File: config.mk
export PLATFORM = sky130hd
export DESIGN_NAME = apb_irq_arbiter
export DESIGN_NICKNAME = d
export VERILOG_FILES = /design/src/rtl/apb_irq_arbiter.sv
export SDC_FILE = /design/constraint.sdc
export NUM_CORES = 1
export LEC_CHECK = 0
export CORE_MARGIN = 2
export CORE_UTILIZATION = 45
export CTS_BUF_LIST = sky130_fd_sc_hd__clkbuf_2
export DETAILED_ROUTE_END_ITERATION = 8
export GPL_ROUTABILITY_DRIVEN = 1
export PLACE_DENSITY = 0.68
export SLEW_MARGIN = 20
export SYNTH_ARGS = -nofsm -noshare
export SYNTH_HDL_FRONTEND = slang
export SYNTH_SLANG_ARGS = --single-unit
File: constraint.sdc
create_clock -name CLK -period 13 [get_ports CLK]
set_clock_uncertainty 0.1 [all_clocks]
set_input_delay 3.9 -clock CLK [delete_from_list [all_inputs] [get_ports CLK]]
set_output_delay 3.9 -clock CLK [all_outputs]
set_load 0.02 [all_outputs]
File: src/rtl/apb_irq_arbiter.sv
// Priority arbiter with APB claim/complete sequencing behind the interrupt-status block.
// Define APB_IRQ_ARB_RR_EN to start each scan after the last claimed source (round-robin among equals).
module apb_irq_arbiter #(
    parameter int NSRC   = 32,
    parameter int PRIO_W = 3
) (
    input  logic              CLK,
    input  logic              RST,
    input  logic              S_APB_PSEL,
    input  logic              S_APB_PENABLE,
    input  logic              S_APB_PWRITE,
    input  logic [15:0]       S_APB_PADDR,
    input  logic [31:0]       S_APB_PWDATA,
    output logic              S_APB_PREADY,
    output logic [31:0]       S_APB_PRDATA,
    output logic              S_APB_PSLVERR,
    input  logic [NSRC-1:0]   INT_PEND,
    output logic [NSRC-1:0]   INT_CLR,
    output logic              IRQ
);

    typedef enum logic {SCAN, DONE} state_t;

    localparam logic [4:0] LAST_ID = 5'(NSRC - 1);

    state_t              r_state, w_state_nxt;
    logic [PRIO_W-1:0]   r_prio [NSRC];
    logic [PRIO_W-1:0]   r_thresh;
    logic [NSRC-1:0]     r_insvc;
    logic [NSRC-1:0]     r_clr;
    logic [4:0]          r_idx, r_cnt, r_run_id, r_best_id, r_claim_id;
    logic [PRIO_W-1:0]   r_run_prio, r_best_prio;
    logic                r_rd_wait, r_claim_rd, r_claim_hit;
    logic [31:0]         r_prdata;

    logic                w_wr, w_rd_first, w_rd_ack;
    logic [13:0]         w_word;
    logic [4:0]          w_prio_idx, w_cmpl_id, w_start;
    logic                w_is_prio, w_is_thresh, w_is_claim, w_is_insvc;
    logic                w_valid, w_claim_ok, w_claim_fire, w_cmpl, w_cfg_wr, w_restart;
    logic [PRIO_W-1:0]   w_cand_prio;
    logic                w_elig, w_last_step, w_scan_step, w_latch;
    logic [NSRC-1:0]     w_onehot;
    logic [31:0]         w_rdata;
    logic                w_unused;

    assign w_wr        = S_APB_PSEL & S_APB_PENABLE & S_APB_PWRITE;
    assign w_rd_first  = S_APB_PSEL & S_APB_PENABLE & ~S_APB_PWRITE & ~r_rd_wait;
    assign w_rd_ack    = S_APB_PSEL & S_APB_PENABLE & ~S_APB_PWRITE & r_rd_wait;
    assign w_word      = S_APB_PADDR[15:2];
    assign w_prio_idx  = S_APB_PADDR[6:2];
    assign w_is_prio   = w_word < 14'(NSRC);
    assign w_is_thresh = w_word == 14'h20;
    assign w_is_claim  = w_word == 14'h21;
    assign w_is_insvc  = w_word == 14'h22;
    assign w_cmpl_id   = S_APB_PWDATA[4:0];
    assign w_unused    = &{1'b0, S_APB_PADDR[1:0], S_APB_PWDATA};

    assign w_valid      = r_best_prio != '0;
    assign w_claim_ok   = w_valid & INT_PEND[r_best_id];
    assign w_claim_fire = w_rd_ack & r_claim_hit;
    assign w_cmpl       = w_wr & w_is_claim & (32'(w_cmpl_id) < NSRC) & r_insvc[w_cmpl_id];
    assign w_cfg_wr     = w_wr & (w_is_prio | w_is_thresh);
    assign w_restart    = w_cfg_wr | w_cmpl | (w_rd_ack & r_claim_rd);
    assign w_onehot     = {{(NSRC-1){1'b0}}, 1'b1} << r_claim_id;

    assign w_cand_prio = r_prio[r_idx];
    assign w_elig      = INT_PEND[r_idx] & ~r_insvc[r_idx] & (w_cand_prio > r_thresh);
    assign w_last_step = r_cnt == LAST_ID;

`ifdef APB_IRQ_ARB_RR_EN
    logic [4:0] r_last, w_last_nxt;
    // A claim on this edge moves the start point of the scan it restarts.
    assign w_last_nxt = w_claim_fire ? r_claim_id : r_last;
    assign w_start    = (w_last_nxt == LAST_ID) ? '0 : w_last_nxt + 5'd1;

    always_ff @(posedge CLK or posedge RST) begin
        if (RST)               r_last <= LAST_ID;
        else if (w_claim_fire) r_last <= r_claim_id;
    end
`else
    assign w_start = '0;
`endif

    always_ff @(posedge CLK or posedge RST) begin
        if (RST) r_state <= SCAN;
        else     r_state <= w_state_nxt;
    end

    always_comb begin
        w_state_nxt = r_state;
        if (w_restart) begin
            w_state_nxt = SCAN;
        end else begin
            case (r_state)
                SCAN:    if (w_last_step) w_state_nxt = DONE;
                DONE:    w_state_nxt = SCAN;
                default: w_state_nxt = SCAN;
            endcase
        end
    end

    always_comb begin
        w_scan_step = (r_state == SCAN) & ~w_restart;
        w_latch     = (r_state == DONE) & ~w_restart;
    end

    always_comb begin
        w_rdata = '0;
        if (w_is_prio)        w_rdata = 32'(r_prio[w_prio_idx]);
        else if (w_is_thresh) w_rdata = 32'(r_thresh);
        else if (w_is_claim)  w_rdata = w_claim_ok ? {1'b1, 26'b0, r_best_id} : '0;
        else if (w_is_insvc)  w_rdata = 32'(r_insvc);
    end

    always_ff @(posedge CLK or posedge RST) begin
        if (RST) begin
            for (int unsigned i = 0; i < NSRC; i++) r_prio[i] <= '0;
            r_thresh    <= '0;
            r_insvc     <= '0;
            r_clr       <= '0;
            r_idx       <= '0;
            r_cnt       <= '0;
            r_run_id    <= '0;
            r_run_prio  <= '0;
            r_best_id   <= '0;
            r_best_prio <= '0;
            r_claim_id  <= '0;
            r_rd_wait   <= 1'b0;
            r_claim_rd  <= 1'b0;
            r_claim_hit <= 1'b0;
            r_prdata    <= '0;
        end else begin
            r_rd_wait <= w_rd_first;
            // Claim outcome is decided when read data is captured so data and side effect agree.
            if (w_rd_first) begin
                r_prdata    <= w_rdata;
                r_claim_rd  <= w_is_claim;
                r_claim_hit <= w_is_claim & w_claim_ok;
                r_claim_id  <= r_best_id;
            end
            r_clr <= w_claim_fire ? w_onehot : '0;

            if (w_wr & w_is_prio)   r_prio[w_prio_idx] <= S_APB_PWDATA[PRIO_W-1:0];
            if (w_wr & w_is_thresh) r_thresh <= S_APB_PWDATA[PRIO_W-1:0];
            if (w_claim_fire)       r_insvc[r_claim_id] <= 1'b1;
            if (w_cmpl)             r_insvc[w_cmpl_id] <= 1'b0;

            if (w_restart | w_latch) begin
                r_idx      <= w_start;
                r_cnt      <= '0;
                r_run_id   <= w_start;
                r_run_prio <= '0;
                if (w_restart) begin
                    r_best_prio <= '0;
                end else begin
                    r_best_id   <= r_run_id;
                    r_best_prio <= r_run_prio;
                end
            end else if (w_scan_step) begin
                r_idx <= (r_idx == LAST_ID) ? '0 : r_idx + 5'd1;
                r_cnt <= r_cnt + 5'd1;
                if (w_elig && (w_cand_prio > r_run_prio)) begin
                    r_run_id   <= r_idx;
                    r_run_prio <= w_cand_prio;
                end
            end
        end
    end

    assign IRQ           = w_valid;
    assign INT_CLR       = r_clr;
    assign S_APB_PREADY  = ~RST & (w_wr | w_rd_ack);
    assign S_APB_PRDATA  = w_rd_ack ? r_prdata : '0;
    assign S_APB_PSLVERR = 1'b0;

endmodule

==> impl_metrics.yaml <==
synth:
  synth_nets: 1067
  ys_warn_count: 0
  syn-cell-area_sq_um: 11700
  ys_seq_area_frac: 0.490
  synth-seq-cells: 230
  yosys_most_used_dff: "dfrtp_1"
  synth_cell_types: 65
  syn_area_per_cell_sq_um: 12.1
  syn_inst: 972
  ys_async_sr_fraction: 1.00
  synth-edff-count: 0
final_layout:
  nNetsFinal: 1196
  multi_input_area_sq_um: 5640
  nFillCells: 2300
  stdcell_count: 1480
  drive_above_1_share: 0.262
  mostFrequentLayoutCells: "dfrtp_1, clkdlybuf4s50_1, mux2_2, nor2_1, nand2_1"
  mostFrequentLayoutCell: "dfrtp_1"
  areaGrowthSynthToFinish_pct: 16.9
  regArea_sq_um: 5760
placed_design:
  place_ws_ns: 3.15
  dp_cells: 1375
  dp.final_hpwl_microns: 22400
  port_buffers: 121
  place_congestion: 0.870
worst_setup_path:
  critPathCaptureType: "primary output"
  worst-r2r-cell-count: 10
  cp_max_fo: 40
  start_kind: "input pin"
  crit_required_ns: 9.00
  cp-startpoint: "S_APB_PSEL"
  reg2reg_to: "r_run_id[4]"
  crit_end: "S_APB_PRDATA[7]"
  crit_type: "in -> out"
  critPathArrivalTime_ns: 5.85
  r2r_start: "r_idx[0]"
  rrSetupSlack_ns: 8.59
timing:
  final_max_slew_viol_count: 0
  finalHoldViolCount: 0
  rsz0062_at_grt: "no"
  period_minus_slack_ns: 9.85
  min_period_over_period: 0.758
  relSlewSlack: 0.340
  tightest_slew_ns: 0.990
  setup-tns-final_ns: 0
  setup_ws_ns: 3.15
  max_freq_mhz: 102
  setup_viol: 0
floorplanning:
  num_rows: 59
  die_h_microns: 166
  die_w_microns: 166
  boundaryPins: 152
  dieArea_sq_um: 27400
  initial_utilization: 0.454
  core_sq_um: 25800
global_routing:
  grt.busiest_layer: "met2"
  grtUsageMet3: 0.0470
  gr-total-overflow: 0
  grt_util_met2: 0.402
  grt_usage: 0.244
  use_met1: 0.321
  grt_pass1_wl_microns: 50600
  grt_pass1_vias: 8919
  grt_max_degree: 115
  grt_antenna_before_repair: 1
clock_network:
  ctsResizeCount: 0
  clockBufferDepth: 3
  clkSlewWorstSetupHoldPaths_ns: 0.08
  hold_buffers: 0
  clk_latency_ns: 0.86
  cts_tree: "yes"
  cts.sinks: 230
  htree_levels: 2
  post-cts-setup-buffers: 0
  cts_buffers: 59
  ctsRootBufferMaster: "clkbuf_2"
route:
  vias: 8766
  drt_pass1_iterations: 5
  drc: 0
  wl_per_cell_microns: 21.9
  drt_iter0_markers: 802
  ant_nets: 0
  vias_per_cell: 5.92
  routed_wl_microns: 32300
status:
  outcome: "complete, no violations"
min_path:
  min_path_type: "reg -> reg"
  hp-start: "r_cnt[0]"
pwr:
  peakVddDrop_mv: 0.0751
  powerDensity_nw_per_um2: 125
  p_leak_nw: 6.24
run:
  cap_violations: 0
==> sequential cells by signal (all words and copies together) (netlist names), 3 cells and up <==
register,count
r_prio,96
INT_CLR,32
r_insvc,32
r_prdata,32
r_best_id,5
r_claim_id,5
r_cnt,5
r_idx,5
r_run_id,5
r_best_prio,3
r_run_prio,3
r_thresh,3
==> cells by family (layout without fill, tap and decap cells) <==
logic type                 count (synthesis)  after routing  synth area share
and+or+nand+nor                          322            322             0.136
DFF                                      230            230             0.490
muxes                                    192            192             0.247
AOI/OAI and AO/OA                        129            129            0.0823
buffers and inverters                     84            256            0.0309
adders and majority gates                 10             10            0.0107
xor gates and xnor gates                   4              4           0.00298
other                                      1              2          0.000319
==> synth_stat cells (all sizes together) (4+ instances only) <==
master,n,area (sq um)
nand2b,5,31.3
o21ai,13,68.8
inv,16,60.1
o21a,9,67.6
nand3b,7,52.6
nand4,4,25.0
a22oi,10,75.1
nor2,99,392
nand3,14,70.1
dfrtp,230,5760
a31oi,27,169
mux2,103,1160
or3,8,50.1
nor2b,7,43.8
a21oi,8,40.0
mux4,68,1530
a22o,28,245
and3,8,50.1
o31ai,5,37.5
nor4,4,25.0
nor3b,11,82.6
ha,10,125
nand2,88,330
clkbuf,42,159
and3b,5,43.8
and2,38,238
a211oi,4,35.0
buf,25,140
mux2i,21,210
nor3,15,85.1
==> worst min path at each step <==
| stage | cells past startpoint | end | slack, ns |
|---|---|---|---|
| 2_1_floorplan | 1 | r_cnt[0] | 0.33 |
| 3_3_place_gp | 1 | r_cnt[0] | 0.35 |
| 3_5_place_dp | 1 | r_cnt[0] | 0.36 |
| 4_1_cts | 1 | r_cnt[0] | 0.37 |
| 5_1_grt | 1 | r_cnt[0] | 0.41 |
| 6_report | 1 | r_cnt[0] | 0.37 |
==> routing by layer <==
metal | share of wire | wire, microns
met3 | 0.073 | 2350
met4 | 0.032 | 1050
met5 | 0 | 0
met1 | 0.41 | 13400
met2 | 0.48 | 15500
==> power by group <==
part,internal (mW),total (mW),switching (mW)
Sequential,0.756,0.807,0.0518
Clock,0.191,0.486,0.295
Combinational,0.179,0.417,0.238
==> cell type report <==
| cell class | instances | area share |
|---|---|---|
| Multi-Input combinational cell | 658 | 0.411 |
| Antenna cell | 1 | 0.000182 |
| Sequential cell | 230 | 0.420 |
| Clock inverter | 22 | 0.00848 |
| Clock buffer | 82 | 0.0299 |
| Timing Repair Buffer | 135 | 0.0952 |
| Inverter | 17 | 0.00520 |
| Tap cell | 335 | 0.0305 |
==> critical path: stages <==
cell	delay [ns]
clkdlybuf4s50_1	0.48
nand2_1	0.09
nor3b_2	0.18
buf_4	0.37
and2_1	0.21
clkdlybuf4s50_1	0.60
==> per-stage QoR <==
step	hold WS (ns)	util	instance area [sq um]	total power [mW]
2_1_floorplan	0.330	-	11700	1.13
3_3_place_gp	0.350	0.511	13200	1.23
3_5_place_dp	0.362	0.511	13200	1.24
4_1_cts	0.374	0.531	13700	1.73
5_1_grt	0.408	0.531	13700	1.82
6_report	0.371	0.531	13700	1.71
Power figures use the tool's default switching activity.
